`config.mk`:
```
export PLATFORM = sky130hd
export DESIGN_NAME = bcd_mod_counter
export DESIGN_NICKNAME = d
export VERILOG_FILES = /design/src/rtl/bcd_mod_counter.sv
export SDC_FILE = /design/constraint.sdc
export NUM_CORES = 1
export LEC_CHECK = 0
export BUFFER_PORTS_ARGS = -buffer_cell sky130_fd_sc_hd__buf_2
export CAP_MARGIN = 20
export CORE_MARGIN = 2
export CORE_UTILIZATION = 40
export CTS_CLUSTER_DIAMETER = 120
export DETAILED_ROUTE_END_ITERATION = 8
export PLACE_DENSITY = 0.7
export SYNTH_ARGS = -nofsm -noshare
export SYNTH_HDL_FRONTEND = slang
export SYNTH_SLANG_ARGS = --single-unit
export TNS_END_PERCENT = 10
```
`constraint.sdc`:
```
create_clock -name clk -period 5.5 [get_ports clk]
set_clock_uncertainty 0.2 [all_clocks]
set_input_delay 0.55 -clock clk [delete_from_list [all_inputs] [get_ports clk]]
set_output_delay 0.55 -clock clk [all_outputs]
set_load 0.1 [all_outputs]
```
`src/rtl/bcd_mod_counter.sv`:
```
// Two-digit BCD modulo counter (0..MODULO-1) with clear, validated load, terminal count and carry.
// Optional down counting and the dir port are enabled by defining BCD_COUNTER_DOWN_COUNT_EN.
module bcd_mod_counter #(
  parameter int MODULO = 60
) (
  input  logic       clk,
  input  logic       rst,
  input  logic       tick,
  input  logic       clr,
  input  logic       load,
  input  logic [3:0] load_tens,
  input  logic [3:0] load_ones,
`ifdef BCD_COUNTER_DOWN_COUNT_EN
  input  logic       dir,
`endif
  output logic [3:0] tens,
  output logic [3:0] ones,
  output logic       term_cnt,
  output logic       carry,
  output logic       load_err
);

  generate
    if (MODULO < 2 || MODULO > 100) begin : g_bad_modulo
      $error("bcd_mod_counter: MODULO must be in 2..100");
    end
  endgenerate

  localparam logic [3:0] MAX_TENS = 4'((MODULO - 1) / 10);
  localparam logic [3:0] MAX_ONES = 4'((MODULO - 1) % 10);
  localparam logic [7:0] MOD_VAL  = 8'(MODULO);

  logic       dn;
  logic [7:0] value;
  logic [7:0] load_value;
  logic       at_max;
  logic       at_zero;
  logic       illegal;
  logic       load_ok;
  logic [3:0] tens_n;
  logic [3:0] ones_n;
  logic       carry_n;
  logic       load_err_n;

`ifdef BCD_COUNTER_DOWN_COUNT_EN
  assign dn = dir;
`else
  assign dn = 1'b0;
`endif

  assign value      = 8'(tens) * 8'd10 + 8'(ones);
  assign load_value = 8'(load_tens) * 8'd10 + 8'(load_ones);
  assign at_max     = (tens == MAX_TENS) && (ones == MAX_ONES);
  assign at_zero    = (tens == 4'd0) && (ones == 4'd0);
  assign illegal    = (tens > 4'd9) || (ones > 4'd9) || (value >= MOD_VAL);
  assign load_ok    = (load_tens <= 4'd9) && (load_ones <= 4'd9) && (load_value < MOD_VAL);
  assign term_cnt   = dn ? at_zero : at_max;

  always_comb begin
    tens_n     = tens;
    ones_n     = ones;
    carry_n    = 1'b0;
    load_err_n = 1'b0;
    if (clr) begin
      tens_n = 4'd0;
      ones_n = 4'd0;
    end else if (load) begin
      if (load_ok) begin
        tens_n = load_tens;
        ones_n = load_ones;
      end else begin
        load_err_n = 1'b1;
      end
    end else if (tick) begin
      if (illegal) begin
        // Corrupted state recovers to 00 in either direction, flagged like a wrap
        tens_n  = 4'd0;
        ones_n  = 4'd0;
        carry_n = 1'b1;
      end else if (dn) begin
        if (at_zero) begin
          tens_n  = MAX_TENS;
          ones_n  = MAX_ONES;
          carry_n = 1'b1;
        end else if (ones == 4'd0) begin
          ones_n = 4'd9;
          tens_n = tens - 4'd1;
        end else begin
          ones_n = ones - 4'd1;
        end
      end else begin
        if (at_max) begin
          tens_n  = 4'd0;
          ones_n  = 4'd0;
          carry_n = 1'b1;
        end else if (ones == 4'd9) begin
          ones_n = 4'd0;
          tens_n = tens + 4'd1;
        end else begin
          ones_n = ones + 4'd1;
        end
      end
    end
  end

  always_ff @(posedge clk) begin
    if (rst) begin
      tens     <= 4'd0;
      ones     <= 4'd0;
      carry    <= 1'b0;
      load_err <= 1'b0;
    end else begin
      tens     <= tens_n;
      ones     <= ones_n;
      carry    <= carry_n;
      load_err <= load_err_n;
    end
  end

endmodule

```
==> results of run 1 <==
==> placed cells by master (no fill, tap or decap), drive strengths merged, types with 3 or more instances in the layout <==
| cell type | instances |
|---|---|
| clkbuf | 4 |
| nand2 | 17 |
| nor3 | 4 |
| mux2i | 5 |
| xnor2 | 5 |
| inv | 7 |
| ha | 16 |
| and2 | 3 |
| nor2 | 7 |
| a32o | 3 |
| o21ai | 7 |
| buf | 23 |
| a21oi | 7 |
| dfxtp | 10 |
| xor2 | 3 |
| a211oi | 4 |
| fa | 4 |
| o41ai | 3 |
==> sequential cells by signal, indices dropped and copies added, names as in the netlist <==
| register | count |
|---|---|
| carry | 1 |
| ones | 4 |
| tens | 4 |
| load_err | 1 |
==> worst max-delay path, cell delays in order, from the launching register on <==
cell     delay, ns
dfxtp_1       0.48
ha_1          0.31
ha_1          0.20
fa_1          0.51
and2_1        0.18
nor3b_1       0.24
xor2_1        0.23
mux2i_2       0.43
nor2_1        0.19
a32o_1        0.26
a32o_1        0.20
==> cell families (layout without fill, tap and decap cells) <==
group	after synthesis	after routing	synth area share, %
AOI/OAI and AO/OA	46	46	27.82
xor gates and xnor gates	8	8	5.645
adders and majority gates	20	20	22.58
buffers and inverters	13	34	4.537
DFF	10	10	16.13
muxes	5	5	4.335
and+or+nand+nor	46	46	18.95
==> routing by layer <==
metal | track usage [%] | vias to the layer above
met5 | 0 | -
met4 | 7.619 | 0
met3 | 5.195 | 11
li1 | - | 604
met2 | 30.28 | 30
met1 | 23.54 | 571
==> per-stage QoR <==
stage               hold slack (ns)  total power, mW
global placement             0.3666           0.1599
CTS                          0.2837           0.2311
global route                 0.2840           0.2456
finish                       0.2881           0.2283
floorplan                    0.4394           0.1445
detailed placement           0.3805           0.1625
==> where the power goes <==
group,leakage (nW),switching (mW),internal (mW)
Sequential,0.0811,0.00481,0.0747
Combinational,0.580,0.0526,0.0287
Clock,0.0210,0.0273,0.0402
Total,0.682,0.0846,0.144
==> cell usage after synthesis, types with 3 or more instances <==
library cell  number
nor2_1             7
a211oi_1           3
dfxtp_1           10
mux2i_1            4
a21oi_1            7
and2_1             3
inv_1              7
xnor2_1            5
xor2_1             3
fa_1               4
a32o_1             3
o41ai_1            3
clkbuf_1           5
nor3_1             4
nand2_1           17
o21ai_0            7
ha_1              16
==> path summary, 6_finish.rpt <==
| path | endpoint | slack [ns] | cells past startpoint |
|---|---|---|---|
| worst max register to register | ones[2] | 1.98 | 10 |
| worst min-delay path | carry | 0.29 | 2 |
| worst min register to register | tens[3] | 0.39 | 2 |
| worst max-delay path | ones[2] | 1.98 | 10 |
==> layout make-up <==
| type | count | area, um^2 | share of cell area [%] |
|---|---|---|---|
| multi-input cells | 125 | 984.7 | 70.14 |
| flip-flops and latches | 10 | 200.2 | 14.26 |
| repair buffers | 23 | 115.1 | 8.200 |
| well taps | 33 | 41.29 | 2.941 |
| clock buffers | 4 | 36.28 | 2.585 |
| inverters | 7 | 26.28 | 1.872 |
==> results.sh, run 1 <==
export IMPL_pin_count=24
export IMPL_dieArea_um2=3565
export IMPL_ys_warn_count=0
export IMPL_antenna_found_initial=0
export IMPL_worstSkewPairLatency_ns=0.27
export IMPL_synthesis_nets=181
export IMPL_min_period_ns=3.518
export IMPL_slew_violations=0
export IMPL_cts_htree_levels=1
export IMPL_initial_core_util_pct=41.33
export IMPL_routedWlPerCell_um=13.90
export IMPL_ys_seq_elements=10
export IMPL_instances_no_fill=202
export IMPL_path_clk_slew_ns=0.07
export IMPL_core_um2=3003
export IMPL_start_kind="register"
export IMPL_diodes=0
export IMPL_cts_hold_fix_buffers=0
export IMPL_vias_per_cell=6.020
export IMPL_io_buffers=23
export IMPL_synthFlopType="dfxtp_1"
export IMPL_syn_area_um2=1241
export IMPL_drive_gt1_share_pct=19.53
export IMPL_yosys_area_top_type="dfxtp_1"
export IMPL_setup_tns_ns=0
export IMPL_crit_start="tens[3]"
export IMPL_setup_slack_ns=1.982
export IMPL_dp_slack_ns=1.990
export IMPL_synth_async_reset_ratio_pct=0
export IMPL_powerDensity_nw_per_um2=162.7
export IMPL_setup_viol=0
export IMPL_synth_edff_count=0
export IMPL_hold_path_class="input port to register"
export IMPL_wl_met1_um=1256
export IMPL_drc=0
export IMPL_critPathCaptureType="register"
export IMPL_vdd_drop_max_mv=0.08500
export IMPL_wl_met2_um=1364
export IMPL_yosys_top_cells_area="dfxtp_1 (16%), ha_1 (16%), fa_1 (6.5%), nand2_1 (5.1%), xnor2_1 (3.5%)"
export IMPL_cp_arrival_ns=3.49
export IMPL_grt_pass1_vias=1158
export IMPL_fill_cells=304
export IMPL_hold_viol=0
export IMPL_crit_path_max_fanout=8
export IMPL_p_leak_nw=0.6820
export IMPL_clock_path_buffers=2
export IMPL_final_nets=203
export IMPL_min_from="clr"
export IMPL_rows=20
export IMPL_syn_to_final_growth_pct=13.11
export IMPL_cts_inserted_buffers=3
export IMPL_grt_pass1_wl_um=5175
export IMPL_first_pass_iters=4
export IMPL_dp_cells=198
export IMPL_timing_rr_start="tens[3]"
export IMPL_utilization_pct=46.75
export IMPL_totalWireLength_um=2807
export IMPL_fmax_mhz=284.3
export IMPL_tightest_slew_ns=0.7951
export IMPL_dpl_hpwl_um=2305
export IMPL_grt_start_max_net_pins=19
export IMPL_routed_via_count=1216
export IMPL_cts_repair_resized=0
export IMPL_yosysSeqAreaShare_pct=16.13
export IMPL_worstSetupPathType="register to register"
export IMPL_cts_root_buf="clkbuf_4"
export IMPL_cp_required_ns=5.47
export IMPL_wl_met3_um=124
export IMPL_postSynthAreaPerCell_um2=8.386
export IMPL_cts_sinks=10
export IMPL_slew_headroom_pct=46.80
export IMPL_synth_distinct_cells=49
export IMPL_fp_dieW_um=59.71
export IMPL_synth_top_area_share_pct=16.13
export IMPL_cts_setup_buffers=0
export IMPL_period_share_pct=63.96
export IMPL_ant_nets=0
export IMPL_syn_inst=148
export IMPL_grt_usage_pct=18.79
export IMPL_final_area_um2=1404
export IMPL_status="finished, final reports clean"
export IMPL_dpl_instance_area_um2=1368
export IMPL_cts_tree="done"
export IMPL_highest_layer="met4"
export IMPL_fp_dieH_um=59.71
export IMPL_gr_total_overflow=0
export IMPL_drt_first_iter_violations=50
export IMPL_rsz0062_at_grt="false"
export IMPL_globalplace_congestion=0.8489
export IMPL_maxCapViolations=0
Note: power is estimated with default switching activity, not from simulation.
==> inputs of run 2 (changes only) <==
Clock period 5.5 ns to 3.3 ns, I/O delays scaled along.
==> run 2 against run 1 <==
Non-clock buffer count grew 5. Sequential share of layout area grew 0.52 points. Clock power increased by 43%. Core utilization up 2.3 points. Fmax up 8.8%. Sequential cell count stayed put. Final cell count up 2.5%. Die area did not move. Combinational power is 78% higher. Global-route usage increased by 0.66 points. Wire length is 11% higher. Highest routed layer unchanged.
==> results.sh, run 2 (same netlist as run 1, synthesis figures left out) <==
export IMPL_status="finished, final reports clean"
export IMPL_grt_pass1_vias=1168
export IMPL_routedWlPerCell_um=15.00
export IMPL_slowest_delay_ns=0.50
export IMPL_min_from="clr"
export IMPL_final_area_um2=1473
export IMPL_slew_headroom_pct=53.12
export IMPL_grt_usage_pct=19.45
export IMPL_cp_arrival_ns=3.20
export IMPL_reg2reg_slack_ns=0.07
export IMPL_final_common_cell="buf_2"
export IMPL_cts_inserted_buffers=3
export IMPL_maxCapViolations=0
export IMPL_rows=20
export IMPL_fp_dieW_um=59.71
export IMPL_tightest_slew_ns=0.7007
export IMPL_vdd_drop_max_mv=0.1226
export IMPL_diodes=0
export IMPL_crit_path_max_fanout=6
export IMPL_pin_count=24
export IMPL_vias_per_cell=6.058
export IMPL_setup_viol=0
export IMPL_hold_viol=0
export IMPL_hold_end="carry"
export IMPL_drt_first_iter_violations=31
export IMPL_dpl_hpwl_um=2446
export IMPL_cts_root_buf="clkbuf_4"
export IMPL_cp_cell_sequence="ha_4, ha_1, fa_1, and2_1, nor3b_2, xor2_1, mux2i_2, nor2_2, a22o_1, a32o_1"
export IMPL_slew_violations=0
export IMPL_grt_pass1_wl_um=5168
export IMPL_rsz0062_at_grt="true"
export IMPL_dp_cells=202
export IMPL_final_nets=208
export IMPL_path_clk_slew_ns=0.08
export IMPL_clock_path_buffers=2
export IMPL_gr_total_overflow=0
export IMPL_p_total_mw=0.3693
export IMPL_cts_htree_levels=1
export IMPL_timing_rr_start="tens[1]"
export IMPL_powerDensity_nw_per_um2=250.8
export IMPL_instances_no_fill=207
export IMPL_utilization_pct=49.04
export IMPL_totalWireLength_um=3106
export IMPL_dpl_instance_area_um2=1430
export IMPL_ant_nets=0
export IMPL_globalplace_congestion=0.9468
export IMPL_syn_to_final_growth_pct=18.65
export IMPL_period_share_pct=98.01
export IMPL_start_kind="register"
export IMPL_multi_input_area_um2=1008
export IMPL_io_buffers=23
export IMPL_routed_via_count=1254
export IMPL_fp_dieH_um=59.71
export IMPL_rr_worst_depth=10
export IMPL_first_pass_iters=4
export IMPL_critPathCaptureType="register"
export IMPL_layout_common_cells="buf_2 (23), nand2_1 (17), ha_1 (15)"
export IMPL_grt_start_max_net_pins=19
export IMPL_drive_gt1_share_pct=27.59
export IMPL_fill_cells=311
export IMPL_hold_path_depth=2
export IMPL_dieArea_um2=3565
export IMPL_critical_path_slowest_cell="fa_1"
export IMPL_cp_required_ns=3.26
export IMPL_p_leak_nw=0.7086
export IMPL_seqCellArea_um2=217.7
export IMPL_worstSetupPathType="register to register"
export IMPL_cts_sinks=10
export IMPL_r2r_end="ones[2]"
export IMPL_hold_path_class="input port to register"
export IMPL_cts_tree="done"
export IMPL_antenna_found_initial=0
export IMPL_fmax_mhz=309.2
export IMPL_min_period_ns=3.234
export IMPL_worstSkewPairLatency_ns=0.28
export IMPL_drc=0
export IMPL_largest_registers="ones (4), tens (4)"
export IMPL_initial_core_util_pct=41.33
export IMPL_core_um2=3003
run 2: cell types whose count changed in the layout (fill, tap and decap cells not counted), moves of 2 or more:
cell	previous run	this run
dfxtp_2	0	2
dfxtp_4	0	4
dfxtp_1	10	4
buf_4	0	5
run 2: what timing repair did:
| action | in CTS | in global routing |
|---|---|---|
| gates resized for setup | 0 | 4 |
| endpoints found under the setup margin | 0 | 7 |
| buffers inserted | 0 | 1 |
| hold buffers | 0 | 0 |
run 2: critical path, delay by kind of cell (launching register included):
kind / cells / cell delay (ns)
AO/OA/AOI/OAI: 2 / 0.47
XOR/XNOR: 1 / 0.26
adder cells (fa/ha/maj): 3 / 0.92
flip-flops: 1 / 0.38
multiplexers: 1 / 0.41
AND/OR/NAND/NOR: 3 / 0.49
run 2: worst max path at each step:
stage                  from       to  slack (ns)  depth (start not counted)
CTS                 tens[1]  ones[2]        0.01                         10
floorplan           tens[3]  tens[1]       -0.01                         11
detailed placement  tens[1]  tens[0]        0.05                         10
finish              tens[1]  ones[2]        0.07                         10
global route        tens[1]  ones[2]       -0.06                         10
global placement    tens[1]  ones[2]        0.10                         10
run 2: through the flow:
stage	setup WS, ns	TNS, ns	hold WS [ns]
after floorplan	-0.01143	-0.01143	0.2194
after global placement	0.1002	0	0.3282
after detailed placement	0.04589	0	0.3254
after CTS	0.01429	0	0.06719
after global routing	-0.05816	-0.1404	0.07850
final	0.06571	0	0.06859
run 2: power by group:
group / leakage (nW) / internal (mW) / switching (mW) / total [mW]
clock: 0.0150 / 0.0470 / 0.0496 / 0.0965
sequential: 0.0852 / 0.122 / 0.00574 / 0.128
combinational: 0.608 / 0.0522 / 0.0924 / 0.145
total: 0.709 / 0.222 / 0.148 / 0.369
run 2: layer usage:
metal | global-route usage [%] | wire (um) | up-vias | part of all wire, %
met2 | 33.23 | 1508 | 39 | 49
met1 | 24.20 | 1421 | 599 | 46
met5 | 0 | 0 | - | 0
li1 | - | - | 610 | -
met4 | 6.349 | 39 | 0 | 1.3
met3 | 4.113 | 137 | 6 | 4.4
run 2: layout make-up:
class                      instances  area share, %
clock buffer                       4          1.784
inverter                           7          1.784
tap                               33          2.804
timing repair buffer              28          10.37
multi-input combinational        125          68.48
sequential                        10          14.78
